--- config.mk ---
export PLATFORM = sky130hd
export DESIGN_NAME = i2c_wb_cmd_sequencer
export DESIGN_NICKNAME = d
export VERILOG_FILES = /design/src/rtl/i2c_seq_pkg.sv /design/src/rtl/i2c_wb_master_if.sv /design/src/rtl/i2c_wb_cmd_sequencer.sv
export SDC_FILE = /design/constraint.sdc
export NUM_CORES = 1
export LEC_CHECK = 0
export BUFFER_PORTS_ARGS = -buffer_cell sky130_fd_sc_hd__buf_2
export CORE_MARGIN = 5
export CORE_UTILIZATION = 25
export DETAILED_ROUTE_END_ITERATION = 16
export PLACE_DENSITY = 0.53
export SLEW_MARGIN = 5
export SYNTH_ARGS = -nofsm -noshare
export SYNTH_HDL_FRONTEND = slang
export SYNTH_HIERARCHICAL = 1
export SYNTH_SLANG_ARGS = --single-unit
--- constraint.sdc ---
create_clock -name wb_clk_i -period 1.8 [get_ports wb_clk_i]
set_clock_uncertainty 0.1 [all_clocks]
set_input_delay 0 -clock wb_clk_i [delete_from_list [all_inputs] [get_ports wb_clk_i]]
set_output_delay 0 -clock wb_clk_i [all_outputs]
set_load 0.02 [all_outputs]
--- src/rtl/i2c_seq_pkg.sv ---
`default_nettype none
// ============================================================================
// Module   : i2c_seq_pkg
// Brief    : Register map, CR/SR bit positions, FSM states and command type
//            shared by the I2C Wishbone command sequencer.
// Revision : 1.0
// ============================================================================
package i2c_seq_pkg;

    localparam logic [2:0] PRER_LO = 3'd0;
    localparam logic [2:0] PRER_HI = 3'd1;
    localparam logic [2:0] CTR     = 3'd2;
    localparam logic [2:0] TXR_RXR = 3'd3;
    localparam logic [2:0] CR_SR   = 3'd4;

    localparam int CR_STA   = 7;
    localparam int CR_STO   = 6;
    localparam int CR_RD    = 5;
    localparam int CR_WR    = 4;
    localparam int CR_ACK   = 3;
    localparam int SR_RXACK = 7;
    localparam int SR_AL    = 5;
    localparam int SR_TIP   = 1;

    localparam logic [7:0] CTR_EN_VAL   = 8'h80;
    localparam logic [7:0] CR_STOP_ONLY = 8'h40;

    typedef enum logic [3:0] {
        INIT_PRELO = 4'd0,
        INIT_PREHI = 4'd1,
        INIT_CTR   = 4'd2,
        IDLE       = 4'd3,
        W_TXR      = 4'd4,
        W_CR       = 4'd5,
        R_SR       = 4'd6,
        R_RXR      = 4'd7,
        W_STO      = 4'd8,
        RESP       = 4'd9
    } e_seq_state;

    typedef struct packed {
        logic       start;
        logic       stop;
        logic       read;
        logic       nack;
        logic [7:0] data;
    } t_i2c_cmd;

    function automatic logic [7:0] cr_byte(input t_i2c_cmd c);
        logic [7:0] v;
        v         = 8'h00;
        v[CR_STA] = c.start;
        v[CR_STO] = c.stop;
        v[CR_RD]  = c.read;
        v[CR_WR]  = ~c.read;
        v[CR_ACK] = c.read & c.nack;
        return v;
    endfunction

endpackage
`default_nettype wire

--- src/rtl/i2c_wb_master_if.sv ---
`default_nettype none
// ============================================================================
// Module   : i2c_wb_master_if
// Brief    : Single-access Wishbone master; owns cyc/stb handshake and the
//            idle gap between accesses.
// Revision : 1.0
// ============================================================================
module i2c_wb_master_if #(
    parameter int ADDR_WIDTH = 3,
    parameter int DATA_WIDTH = 8
) (
    input  logic                  clk,
    input  logic                  rst,
    input  logic                  i_go,
    input  logic                  i_we,
    input  logic [ADDR_WIDTH-1:0] i_adr,
    input  logic [DATA_WIDTH-1:0] i_wdat,
    output logic                  o_ready,
    output logic                  o_done,
    output logic [DATA_WIDTH-1:0] o_rdat,
    output logic [ADDR_WIDTH-1:0] o_wb_adr,
    output logic [DATA_WIDTH-1:0] o_wb_dat,
    input  logic [DATA_WIDTH-1:0] i_wb_dat,
    output logic                  o_wb_we,
    output logic                  o_wb_cyc,
    output logic                  o_wb_stb,
    input  logic                  i_wb_ack
);

    logic                  cyc_q,  cyc_d;
    logic                  we_q,   we_d;
    logic [ADDR_WIDTH-1:0] adr_q,  adr_d;
    logic [DATA_WIDTH-1:0] wdat_q, wdat_d;
    logic [DATA_WIDTH-1:0] rdat_q, rdat_d;
    logic                  done_q, done_d;

    always_ff @(posedge clk or posedge rst) begin
        if (rst) begin
            cyc_q  <= 1'b0;
            we_q   <= 1'b0;
            adr_q  <= '0;
            wdat_q <= '0;
            rdat_q <= '0;
            done_q <= 1'b0;
        end else begin
            cyc_q  <= cyc_d;
            we_q   <= we_d;
            adr_q  <= adr_d;
            wdat_q <= wdat_d;
            rdat_q <= rdat_d;
            done_q <= done_d;
        end
    end

    // The done cycle doubles as the mandatory idle gap: no new access starts then.
    always_comb begin
        cyc_d  = cyc_q;
        we_d   = we_q;
        adr_d  = adr_q;
        wdat_d = wdat_q;
        rdat_d = rdat_q;
        done_d = 1'b0;
        if (cyc_q) begin
            if (i_wb_ack) begin
                cyc_d  = 1'b0;
                done_d = 1'b1;
                rdat_d = i_wb_dat;
            end
        end else if (i_go && !done_q) begin
            cyc_d  = 1'b1;
            we_d   = i_we;
            adr_d  = i_adr;
            wdat_d = i_wdat;
        end
    end

    assign o_ready  = ~cyc_q & ~done_q;
    assign o_done   = done_q;
    assign o_rdat   = rdat_q;
    assign o_wb_adr = adr_q;
    assign o_wb_dat = wdat_q;
    assign o_wb_we  = we_q;
    assign o_wb_cyc = cyc_q;
    assign o_wb_stb = cyc_q;

endmodule
`default_nettype wire

--- src/rtl/i2c_wb_cmd_sequencer.sv ---
`default_nettype none
// ============================================================================
// Module   : i2c_wb_cmd_sequencer
// Brief    : Initialises the I2C master core and turns byte commands into
//            TXR/CR writes plus SR polling. Macro I2C_SEQ_TIMEOUT_EN adds a
//            bounded SR poll with STOP-on-timeout.
// Revision : 1.0
// ============================================================================
module i2c_wb_cmd_sequencer
    import i2c_seq_pkg::*;
#(
    parameter int          ADDR_WIDTH   = 3,
    parameter int          DATA_WIDTH   = 8,
    parameter logic [15:0] PRESCALE     = 16'd199,
    parameter int          POLL_TIMEOUT = 20000
) (
    input  logic                  wb_clk_i,
    input  logic                  wb_rst_i,
    input  logic                  req_valid,
    output logic                  req_ready,
    input  logic                  req_start,
    input  logic                  req_stop,
    input  logic                  req_read,
    input  logic                  req_nack,
    input  logic [7:0]            req_data,
    output logic                  rsp_valid,
    output logic                  rsp_rxack,
    output logic                  rsp_al,
    output logic                  rsp_timeout,
    output logic [7:0]            rsp_data,
    output logic                  init_done,
    output logic [ADDR_WIDTH-1:0] wb_adr_o,
    output logic [DATA_WIDTH-1:0] wb_dat_o,
    input  logic [DATA_WIDTH-1:0] wb_dat_i,
    output logic                  wb_we_o,
    output logic                  wb_cyc_o,
    output logic                  wb_stb_o,
    input  logic                  wb_ack_i
);

    e_seq_state state_q, state_d;
    t_i2c_cmd   cmd_q, cmd_d;
    logic       init_done_q, init_done_d;
    logic       rxack_q, rxack_d;
    logic       al_q, al_d;
    logic [7:0] data_q, data_d;

    logic                  if_go, if_we, if_ready, if_done;
    logic [ADDR_WIDTH-1:0] if_adr;
    logic [7:0]            if_wdat;
    logic [DATA_WIDTH-1:0] if_rdat;

`ifdef I2C_SEQ_TIMEOUT_EN
    localparam int CNT_W = $clog2(POLL_TIMEOUT + 1);
    logic [CNT_W-1:0] poll_cnt_q, poll_cnt_d;
    logic             timeout_q, timeout_d;
`endif

    i2c_wb_master_if #(
        .ADDR_WIDTH (ADDR_WIDTH),
        .DATA_WIDTH (DATA_WIDTH)
    ) u_wb_if (
        .clk      (wb_clk_i),
        .rst      (wb_rst_i),
        .i_go     (if_go),
        .i_we     (if_we),
        .i_adr    (if_adr),
        .i_wdat   (DATA_WIDTH'(if_wdat)),
        .o_ready  (if_ready),
        .o_done   (if_done),
        .o_rdat   (if_rdat),
        .o_wb_adr (wb_adr_o),
        .o_wb_dat (wb_dat_o),
        .i_wb_dat (wb_dat_i),
        .o_wb_we  (wb_we_o),
        .o_wb_cyc (wb_cyc_o),
        .o_wb_stb (wb_stb_o),
        .i_wb_ack (wb_ack_i)
    );

    always_ff @(posedge wb_clk_i or posedge wb_rst_i) begin
        if (wb_rst_i) begin
            state_q     <= INIT_PRELO;
            cmd_q       <= '0;
            init_done_q <= 1'b0;
            rxack_q     <= 1'b0;
            al_q        <= 1'b0;
            data_q      <= 8'h00;
`ifdef I2C_SEQ_TIMEOUT_EN
            poll_cnt_q  <= '0;
            timeout_q   <= 1'b0;
`endif
        end else begin
            state_q     <= state_d;
            cmd_q       <= cmd_d;
            init_done_q <= init_done_d;
            rxack_q     <= rxack_d;
            al_q        <= al_d;
            data_q      <= data_d;
`ifdef I2C_SEQ_TIMEOUT_EN
            poll_cnt_q  <= poll_cnt_d;
            timeout_q   <= timeout_d;
`endif
        end
    end

    always_comb begin
        state_d     = state_q;
        cmd_d       = cmd_q;
        init_done_d = init_done_q;
        rxack_d     = rxack_q;
        al_d        = al_q;
        data_d      = data_q;
`ifdef I2C_SEQ_TIMEOUT_EN
        poll_cnt_d  = poll_cnt_q;
        timeout_d   = timeout_q;
`endif
        case (state_q)
            INIT_PRELO: if (if_done) state_d = INIT_PREHI;
            INIT_PREHI: if (if_done) state_d = INIT_CTR;
            INIT_CTR: begin
                if (if_done) begin
                    state_d     = IDLE;
                    init_done_d = 1'b1;
                end
            end
            IDLE: begin
                if (req_valid && init_done_q) begin
                    cmd_d.start = req_start;
                    cmd_d.stop  = req_stop;
                    cmd_d.read  = req_read;
                    cmd_d.nack  = req_nack;
                    cmd_d.data  = req_data;
                    state_d     = req_read ? W_CR : W_TXR;
                end
            end
            W_TXR: if (if_done) state_d = W_CR;
            W_CR: begin
`ifdef I2C_SEQ_TIMEOUT_EN
                poll_cnt_d = '0;
`endif
                if (if_done) state_d = R_SR;
            end
            R_SR: begin
                if (if_done) begin
`ifdef I2C_SEQ_TIMEOUT_EN
                    poll_cnt_d = poll_cnt_q + 1'b1;
`endif
                    // Arbitration loss wins over TIP; the core has already released the bus.
                    if (if_rdat[SR_AL]) begin
                        al_d    = 1'b1;
                        rxack_d = ~cmd_q.read & if_rdat[SR_RXACK];
                        data_d  = 8'h00;
                        state_d = RESP;
                    end else if (if_rdat[SR_TIP]) begin
`ifdef I2C_SEQ_TIMEOUT_EN
                        if (poll_cnt_d >= CNT_W'(POLL_TIMEOUT)) state_d = W_STO;
`endif
                    end else if (cmd_q.read) begin
                        state_d = R_RXR;
                    end else begin
                        al_d    = 1'b0;
                        rxack_d = if_rdat[SR_RXACK];
                        data_d  = 8'h00;
                        state_d = RESP;
                    end
                end
            end
            R_RXR: begin
                if (if_done) begin
                    al_d    = 1'b0;
                    rxack_d = 1'b0;
                    data_d  = if_rdat[7:0];
                    state_d = RESP;
                end
            end
            W_STO: begin
                if (if_done) begin
                    al_d    = 1'b0;
                    rxack_d = 1'b0;
                    data_d  = 8'h00;
                    state_d = RESP;
                end
            end
            RESP:    state_d = IDLE;
            default: state_d = INIT_PRELO;
        endcase
`ifdef I2C_SEQ_TIMEOUT_EN
        if (state_d == RESP && state_q != RESP) timeout_d = (state_q == W_STO);
`endif
    end

    always_comb begin
        if_go   = 1'b0;
        if_we   = 1'b1;
        if_adr  = ADDR_WIDTH'(PRER_LO);
        if_wdat = 8'h00;
        case (state_q)
            INIT_PRELO: begin if_go = 1'b1; if_wdat = PRESCALE[7:0]; end
            INIT_PREHI: begin if_go = 1'b1; if_adr = ADDR_WIDTH'(PRER_HI); if_wdat = PRESCALE[15:8]; end
            INIT_CTR:   begin if_go = 1'b1; if_adr = ADDR_WIDTH'(CTR); if_wdat = CTR_EN_VAL; end
            W_TXR:      begin if_go = 1'b1; if_adr = ADDR_WIDTH'(TXR_RXR); if_wdat = cmd_q.data; end
            W_CR:       begin if_go = 1'b1; if_adr = ADDR_WIDTH'(CR_SR); if_wdat = cr_byte(cmd_q); end
            R_SR:       begin if_go = 1'b1; if_we = 1'b0; if_adr = ADDR_WIDTH'(CR_SR); end
            R_RXR:      begin if_go = 1'b1; if_we = 1'b0; if_adr = ADDR_WIDTH'(TXR_RXR); end
            W_STO:      begin if_go = 1'b1; if_adr = ADDR_WIDTH'(CR_SR); if_wdat = CR_STOP_ONLY; end
            default:    ;
        endcase
        if_go = if_go & if_ready;
    end

    assign req_ready = (state_q == IDLE) & init_done_q;
    assign rsp_valid = (state_q == RESP);
    assign rsp_rxack = rxack_q;
    assign rsp_al    = al_q;
    assign rsp_data  = data_q;
    assign init_done = init_done_q;
`ifdef I2C_SEQ_TIMEOUT_EN
    assign rsp_timeout = timeout_q;
`else
    assign rsp_timeout = 1'b0;
`endif

endmodule
`default_nettype wire

Word-level counts from Yosys, hierarchy flattened:

Cells that the tools add are included.

* bits in registers: 49
* input bits: 24
* output and inout bits: 28
* logic and storage cells: 103

* equal/unequal tests: 21
* mux-type cells: 40
* bitwise operators: 8
* reductions and logical operators: 18

Operator list (count)
* 8-bit two-way mux: 6
* 4-bit two-way mux: 11
* 8-bit one-hot mux with 5 select lines: 1
* 4-bit one-hot mux with 9 select lines: 1
* 8-bit one-hot mux with 3 select lines: 1
* 2-bit by 1-bit inequality test with 1-bit output (second input constant): 9
* 1-bit two-way mux: 17
* 4-bit by 3-bit == test with 1-bit output (second input constant): 4
* 3-bit one-hot mux with 4 select lines: 1
* 9-bit AND reduction: 1
* 4-bit by 2-bit == test with 1-bit output (second input constant): 2
* 4-bit == test (second input constant): 2
* 2-bit AND reduction: 4
* 8-bit OR reduction: 1
* 3-bit by 2-bit inequality test with 1-bit output (second input constant): 2
* 6-bit AND reduction: 1
* 2-bit OR reduction: 3
* 1-bit AND: 5
* 5-bit AND reduction: 1
* 4-bit by 1-bit == test with 1-bit output (second input constant): 1
* 4-bit logical NOT: 1
* 1-bit one-hot mux with 2 select lines: 2
* 1-bit NOT: 3
* 3-bit nonzero test: 1
* 5 further kinds: 6

Longest topological paths before layout:

Gate-level depths: netlist of the first run.

* depth after elaboration: 7
* mapped depth: 7
* mapped depth without buffers: 5

Hierarchy:

The synthesis of the first run kept the hierarchy.

By module, submodules not included
* i2c_wb_cmd_sequencer: instances 1, cells an instance 166, area each 1571.5 um2, sequential area each 675.6 um2
* i2c_wb_master_if: instances 1, cells an instance 51, area each 843.3 um2, sequential area each 550.5 um2

Least setup slack after synthesis of the first run:

OpenSTA, ideal clock, no wires.

* path kind: reg2reg
* from: reg state_q[0]
* to: reg u_wb_if.adr_q[0] (netlist: u_wb_if/o_wb_adr[0])
* library setup time: 0.125 ns
* data arrival time: 1.773 ns
* required time: 1.575 ns
* slack: -0.198 ns
* stages on the path, launching flop included: 8
* buffers on the path: 2
* period minus slack after synthesis: 1.998 ns
* cell sequence: dfrtp_1 -> buf_4 -> o21a_1 -> o22ai_1 -> and2_1 -> nor3b_4 -> buf_6 -> mux2_2

* word-level cells in the longest chain between the ends: 6
* elaborated cells between the ends (all ways): 16
* those cells by class: 7 x eq/ne; 2 x mux; 1 x bitwise; 6 x reduce/logical

RTL lines
* start: declaration: line i2c_wb_cmd_sequencer.sv:41 `e_seq_state state_q, state_d;`
* start signal: assignment: line i2c_wb_cmd_sequencer.sv:94 `state_q <= state_d;`
* 4-bit == test, or another cell as far along: line i2c_wb_cmd_sequencer.sv:198 `case (state_q)`
* 8-bit OR reduction (no line) *
* 1-bit two-way mux *: line i2c_wb_cmd_sequencer.sv:198
* 1-bit AND *: line i2c_wb_cmd_sequencer.sv:209 `if_go = if_go & if_ready;`
* net if_go: line i2c_wb_cmd_sequencer.sv:48 `logic if_go, if_we, if_ready, if_done;`
* 1-bit logical AND *: line i2c_wb_master_if.sv:69 `end else if (i_go && !done_q) begin`
* 2-bit AND reduction (no line) *
* end signal: assignment: line i2c_wb_master_if.sv:48 `adr_q <= adr_d;`
* end: declaration: line i2c_wb_master_if.sv:32 `logic [ADDR_WIDTH-1:0] adr_q, adr_d;`

The timed path passes the listed nets; every way through them passes the cells marked *.
A chain may end at the register's enable or synchronous reset.

Worst setup path after layout of the first run:

* from: reg state_q[2]
* to: reg u_wb_if.adr_q[2] (netlist: u_wb_if/o_wb_adr[2])

The elaborated chain is that of the path after synthesis.

==> results of run 1 <==
[final timing paths]
path | start | to | depth (start not counted)
max in group asynchronous | wb_rst_i | state_q[3] | 4
min in group asynchronous | wb_rst_i | u_wb_if/o_rdat[6] | 4
setup / recovery | state_q[2] | u_wb_if/o_wb_adr[2] | 7
hold / removal | req_valid | state_q[0] | 4
hold reg to reg | rsp_data[1] | rsp_data[1] | 2
setup reg to reg | state_q[2] | u_wb_if/o_wb_adr[2] | 7
[final cells by class]
type,count,share of cell area
Inverter,12,0.0136
Clock buffer,6,0.0219
Sequential cell,49,0.371
Multi-Input combinational cell,139,0.325
Timing Repair Buffer,98,0.217
Tap cell,129,0.0487
Clock inverter,2,0.00302
[state kept, by name, summed over array words and instances, names as in the netlist, 3 cells and up]
name	flops
u_wb_if/o_rdat	8
u_wb_if/o_wb_dat	8
state_q	4
rsp_data	8
u_wb_if/o_wb_adr	3
cmd_q	12
[metal layers]
metal,vias up,routed length (µm),global-route usage
met3,8,365,0.0340
li1,910,-,-
met2,43,2540,0.158
met1,889,2870,0.140
met4,0,48,0.0243
met5,-,0,0
[cells in the mapped netlist (2+ instances only)]
cell type	number	area, µm²
nor2b_1	2	12.5
o21ai_0	8	40.0
nand2_1	27	101
inv_1	10	37.5
buf_6	3	33.8
mux2i_1	3	30.0
nor3b_1	2	15.0
buf_2	8	40.0
mux2_4	2	30.0
nand2b_1	2	12.5
and2_1	2	12.5
and3_1	5	31.3
nor2_1	10	37.5
o21ai_1	9	45.0
dfrtp_1	49	1230
nand3_1	2	10.0
o22a_1	2	17.5
mux2_2	27	304
a21oi_1	12	60.1
buf_4	4	30.0
[cell families (layout without fill, tap and decap cells)]
group / Yosys count / in the layout / share of synthesized area
other: 1 / 1 / 0.00155
xor gates and xnor gates: 1 / 1 / 0.00363
and+or+nand+nor: 62 / 62 / 0.147
buffers and inverters: 29 / 118 / 0.0715
muxes: 32 / 32 / 0.151
DFF: 49 / 49 / 0.508
AOI/OAI and AO/OA: 43 / 43 / 0.118
[per-stage QoR]
| step | power, mW | utilization |
|---|---|---|
| detailed placement | 4.69 | 0.315 |
| floorplan | 3.90 | - |
| global placement | 4.65 | 0.315 |
| finish | 5.50 | 0.355 |
| CTS | 5.57 | 0.354 |
| global route | 5.91 | 0.355 |
[report_power, final]
group          switching [mW]  internal, mW
clock                   0.363         0.270
combinational            1.41          1.52
sequential              0.353          1.59
total                    2.12          3.37
[worst reg2reg max path: stages, from the launching register on]
cell     delay, ns
dfrtp_1       0.40
o21a_1        0.20
o22ai_2       0.10
and2_1        0.15
nor3b_4       0.18
buf_6         0.15
buf_4         0.13
mux2_4        0.29
[what timing repair did]
| item | 4_1_cts | 5_1_grt |
|---|---|---|
| hold buffers | 22 | 0 |
| setup buffers | 2 | 1 |
| endpoints found under the setup margin | 12 | 22 |
| pin swaps | 2 | 3 |
| resized for setup | 7 | 2 |
| endpoints found under the hold margin | 71 | 0 |
| cloned | 1 | 0 |
==> flow_metrics.env, run 1 <==
export IMPL_drv_cap=0
export IMPL_rows=35
export IMPL_synth_seq_cells=49
export IMPL_start_util=0.259
export IMPL_cp_cell_sequence="o21a_1 > o22ai_2 > and2_1 > nor3b_4 > buf_6 > buf_4 > mux2_4"
export IMPL_synth_distinct_cells=48
export IMPL_grt_setup_unrepaired="yes"
export IMPL_p_leak_nw=1.57
export IMPL_postSynthAreaPerCell_um2=11.1
export IMPL_drtIter0Drc=55
export IMPL_dpl_cell_area_um2=2940
export IMPL_cts_max_level=2
export IMPL_peakVddDrop_mv=0.542
export IMPL_setup_tns_ns=-0.0176
export IMPL_drv_slew=0
export IMPL_hpwl_mm=4.12
export IMPL_wl_per_cell_um=13.4
export IMPL_finalHoldViolCount=0
export IMPL_clkTransAtPathRegs_ns=0.09
export IMPL_dp_cells=401
export IMPL_syn_inst=217
export IMPL_worst_path_buf_inv=2
export IMPL_grt_pass1_vias=1883
export IMPL_core_area_um2=9330
export IMPL_regArea_um2=1230
export IMPL_path_max_fanout=3
export IMPL_wl_mm=5.83
export IMPL_status="complete, but fails checks"
export IMPL_cts_tree="built"
export IMPL_post_route_drc_count=0
export IMPL_drtPass1Iterations=4
export IMPL_most_common_layout_cells="buf_2 (50), dfrtp_1 (47), nand2_1 (27), dlygate4sd3_1 (22), buf_4 (21)"
export IMPL_worst_path_max_delay_cell="dfrtp_1"
export IMPL_clock_sinks=49
export IMPL_crit_family="flip-flops"
export IMPL_io_pins=52
export IMPL_final_cells=435
export IMPL_ys_warnings_count=6
export IMPL_fp_dieW_um=108
export IMPL_cts_root_buf="clkbuf_8"
export IMPL_nFillCells=932
export IMPL_syn_cell_area_um2=2410
export IMPL_holdWs_ns=0.120
export IMPL_antenna_found_initial=0
export IMPL_grt_max_degree=28
export IMPL_setup_ws_ns=-0.00598
export IMPL_cp_required_ns=1.90
export IMPL_fin_crit_sh=1.00
export IMPL_gp_congestion=0.766
export IMPL_final_common_cell="buf_2"
export IMPL_setup_violations=7
export IMPL_syn_to_final_growth_pct=37.2
export IMPL_final_antenna_net_count=0
export IMPL_period_needed_ns=1.81
export IMPL_cts_max_path_buffers=2
export IMPL_routed_via_density=4.25
export IMPL_violations="negative setup slack"
export IMPL_vias=1850
export IMPL_synth_edf_count=0
export IMPL_num_nets_final=329
export IMPL_grt_pass1_wl_mm=9.40
export IMPL_slowest_delay_ns=0.40
export IMPL_worstSetupStartpointType="flip-flop"
export IMPL_postSynth_asyncResetShare=1.00
export IMPL_cts_made_buffers=5
export IMPL_fp_dieH_um=108
export IMPL_port_buffers=50
export IMPL_rrSetupSlack_ns=-0.006
export IMPL_synth_nets=241
export IMPL_die_area_um2=11700
export IMPL_clk_latency_ns=0.31
export IMPL_seq_area_frac_synth=0.508
export IMPL_hold_path_class="input port to flip-flop"
export IMPL_fin_area_um2=3310
export IMPL_ys_flop_type="dfrtp_1"
export IMPL_crit_arrival_ns=1.90
export IMPL_num_antenna_cells=0
export IMPL_multiInputGateArea_um2=1080
export IMPL_cp_end_kind="flip-flop"
export IMPL_path_class="flip-flop to flip-flop"
export IMPL_grt_overflow=0
export IMPL_powerDensity_nw_per_um2=1660
export IMPL_grtUsageTotal=0.103
export IMPL_fmax_ghz=0.554
export IMPL_pre_cts_ws_ns=-0.0430
export IMPL_drive_gt1_frac=0.418
(Power assumes the default switching activity.)
==> run 2: changes to the inputs <==
--- a/config.mk
+++ b/config.mk
@@ -7,11 +7,12 @@
 export LEC_CHECK = 0
 export BUFFER_PORTS_ARGS = -buffer_cell sky130_fd_sc_hd__buf_2
 export CORE_MARGIN = 5
-export CORE_UTILIZATION = 25
+export CORE_UTILIZATION = 30
 export DETAILED_ROUTE_END_ITERATION = 16
-export PLACE_DENSITY = 0.53
+export PLACE_DENSITY = 0.6
 export SLEW_MARGIN = 5
 export SYNTH_ARGS = -nofsm -noshare
 export SYNTH_HDL_FRONTEND = slang
 export SYNTH_HIERARCHICAL = 1
 export SYNTH_SLANG_ARGS = --single-unit
+export TNS_END_PERCENT = 1
==> flow_metrics.env, run 2 (synthesis results as in run 1) <==
export IMPL_crit_arrival_ns=1.94
export IMPL_clock_sinks=49
export IMPL_status="complete, but fails checks"
export IMPL_routed_via_density=4.47
export IMPL_clk_latency_ns=0.30
export IMPL_worstSetupStartpointType="flip-flop"
export IMPL_grt_max_degree=28
export IMPL_pre_cts_ws_ns=-0.0341
export IMPL_cts_max_path_buffers=2
export IMPL_grt_use_met3=0.0316
export IMPL_worst_path_max_delay_cell="dfrtp_1"
export IMPL_cts_max_level=2
export IMPL_final_antenna_net_count=0
export IMPL_regMostFlops="cmd_q"
export IMPL_drive_gt1_frac=0.421
export IMPL_worst_path_buf_inv=2
export IMPL_antenna_found_initial=0
export IMPL_crit_family="flip-flops"
export IMPL_postLayoutCoreUtil=0.432
export IMPL_slowest_delay_ns=0.43
export IMPL_r2r_start="state_q[2]"
export IMPL_wl_per_cell_um=13.6
export IMPL_fmax_ghz=0.541
export IMPL_grt_pass1_vias=1984
export IMPL_fin_crit_sh=1.03
export IMPL_powerDensity_nw_per_um2=1720
export IMPL_path_class="flip-flop to flip-flop"
export IMPL_setup_tns_ns=-0.407
export IMPL_clkTransAtPathRegs_ns=0.09
export IMPL_drv_slew=0
export IMPL_grt_overflow=0
export IMPL_cts_made_buffers=5
export IMPL_p_leak_nw=1.61
export IMPL_num_nets_final=332
export IMPL_drtPass1Iterations=4
export IMPL_period_needed_ns=1.85
export IMPL_nFillCells=751
export IMPL_cp_required_ns=1.89
export IMPL_largest_reg_flops=12
export IMPL_final_common_cell="buf_2"
export IMPL_wl_mm=5.61
export IMPL_port_buffers=50
export IMPL_cts_root_buf="clkbuf_8"
export IMPL_most_common_layout_cells="buf_2 (50), dfrtp_1 (49), nand2_1 (27), dlygate4sd3_1 (22), buf_4 (21)"
export IMPL_vias=1838
export IMPL_fp_dieH_um=99.7
export IMPL_reg2regPathDepth=7
export IMPL_core_area_um2=7770
export IMPL_cp_cell_sequence="o21a_1 > o22ai_2 > and2_1 > nor3b_4 > buf_6 > buf_12 > mux2_4"
export IMPL_r2r_end="u_wb_if/o_wb_dat[4]"
export IMPL_drtIter0Drc=49
export IMPL_cp_end_kind="flip-flop"
export IMPL_cts_tree="built"
export IMPL_setup_violations=12
export IMPL_io_pins=52
export IMPL_grtUsageMet2=0.196
export IMPL_start_util=0.311
export IMPL_fp_dieW_um=99.7
export IMPL_grtUsageTotal=0.118
export IMPL_num_antenna_cells=0
export IMPL_finalHoldViolCount=0
export IMPL_gp_congestion=0.777
export IMPL_rrSetupSlack_ns=-0.05
export IMPL_grt_setup_unrepaired="yes"
export IMPL_violations="negative setup slack"
export IMPL_rows=32
export IMPL_die_area_um2=9940
export IMPL_grt_busiest_layer="met2"
export IMPL_post_route_drc_count=0
export IMPL_met1_usage=0.155
export IMPL_path_max_fanout=5
export IMPL_hold_path_class="input port to async pin"
export IMPL_hpwl_mm=4.10
export IMPL_grt_pass1_wl_mm=9.50
export IMPL_peakVddDrop_mv=0.719
export IMPL_drv_cap=0
export IMPL_syn_to_final_growth_pct=38.9
export IMPL_setup_ws_ns=-0.0493
run 2: cell types whose count changed in the layout (fill, tap and decap cells not counted), sizes merged:
cell and delta:
clkbuf +1, bufinv +1, clkinv -2, buf +3
run 2: worst max-delay path by stage:
| stage | from | endpoint | depth (start not counted) |
|---|---|---|---|
| finish | state_q[2] | u_wb_if/o_wb_dat[4] | 7 |
| global route | state_q[2] | u_wb_if/o_wb_dat[4] | 7 |
| CTS | state_q[2] | u_wb_if/o_wb_dat[1] | 7 |
| detailed placement | state_q[2] | u_wb_if/o_wb_dat[4] | 6 |
| global placement | state_q[2] | u_wb_if/o_wb_dat[4] | 6 |
| floorplan | state_q[0] | u_wb_if/o_wb_adr[0] | 7 |
run 2: stage by stage:
step	hold slack [ns]	total power [mW]	instance area, µm²	instances
floorplan	-0.111	3.90	2470	217
global placement	-0.190	4.68	2930	376
detailed placement	-0.193	4.74	2930	376
CTS	0.0217	5.85	3350	411
global route	0.0462	6.20	3350	411
finish	0.0363	5.77	3350	411
run 2: layer usage:
layer  wire length [µm]  vias to the layer above
met1               2630                      870
li1                   -                      918
met3                309                        6
met2               2610                       44
met5                  0                        -
met4                 59                        0
run 2: power breakdown:
group	switching (mW)	internal (mW)	total (mW)
clock	0.355	0.453	0.808
sequential	0.335	1.58	1.92
combinational	1.43	1.61	3.05
run 2: repair_timing:
action                                  4_1_cts  5_1_grt
setup buffers                                 4        0
pin swaps                                     3        0
endpoints found under the setup margin       12       31
hold endpoints to repair                     71        0
gates resized for setup                       7        3
cloned                                        1        0
hold buffers                                 22        0
run 2: cell type report:
| cell class | instances | area (µm²) | share of cell area |
|---|---|---|---|
| Sequential cell | 49 | 1230 | 0.366 |
| Multi-Input combinational cell | 139 | 1080 | 0.322 |
| Timing Repair Buffer | 101 | 761 | 0.227 |
| Tap cell | 102 | 128 | 0.0380 |
| Clock buffer | 7 | 86.3 | 0.0257 |
| Inverter | 12 | 45.0 | 0.0134 |
| Clock inverter | 1 | 30.0 | 0.00895 |
run 2: worst reg2reg max path, cell delays in order, from the launching register on:
cell	delay (ns)
dfrtp_1	0.43
o21a_1	0.19
o22ai_2	0.10
and2_1	0.15
nor3b_4	0.22
buf_6	0.14
buf_12	0.11
mux2_4	0.30
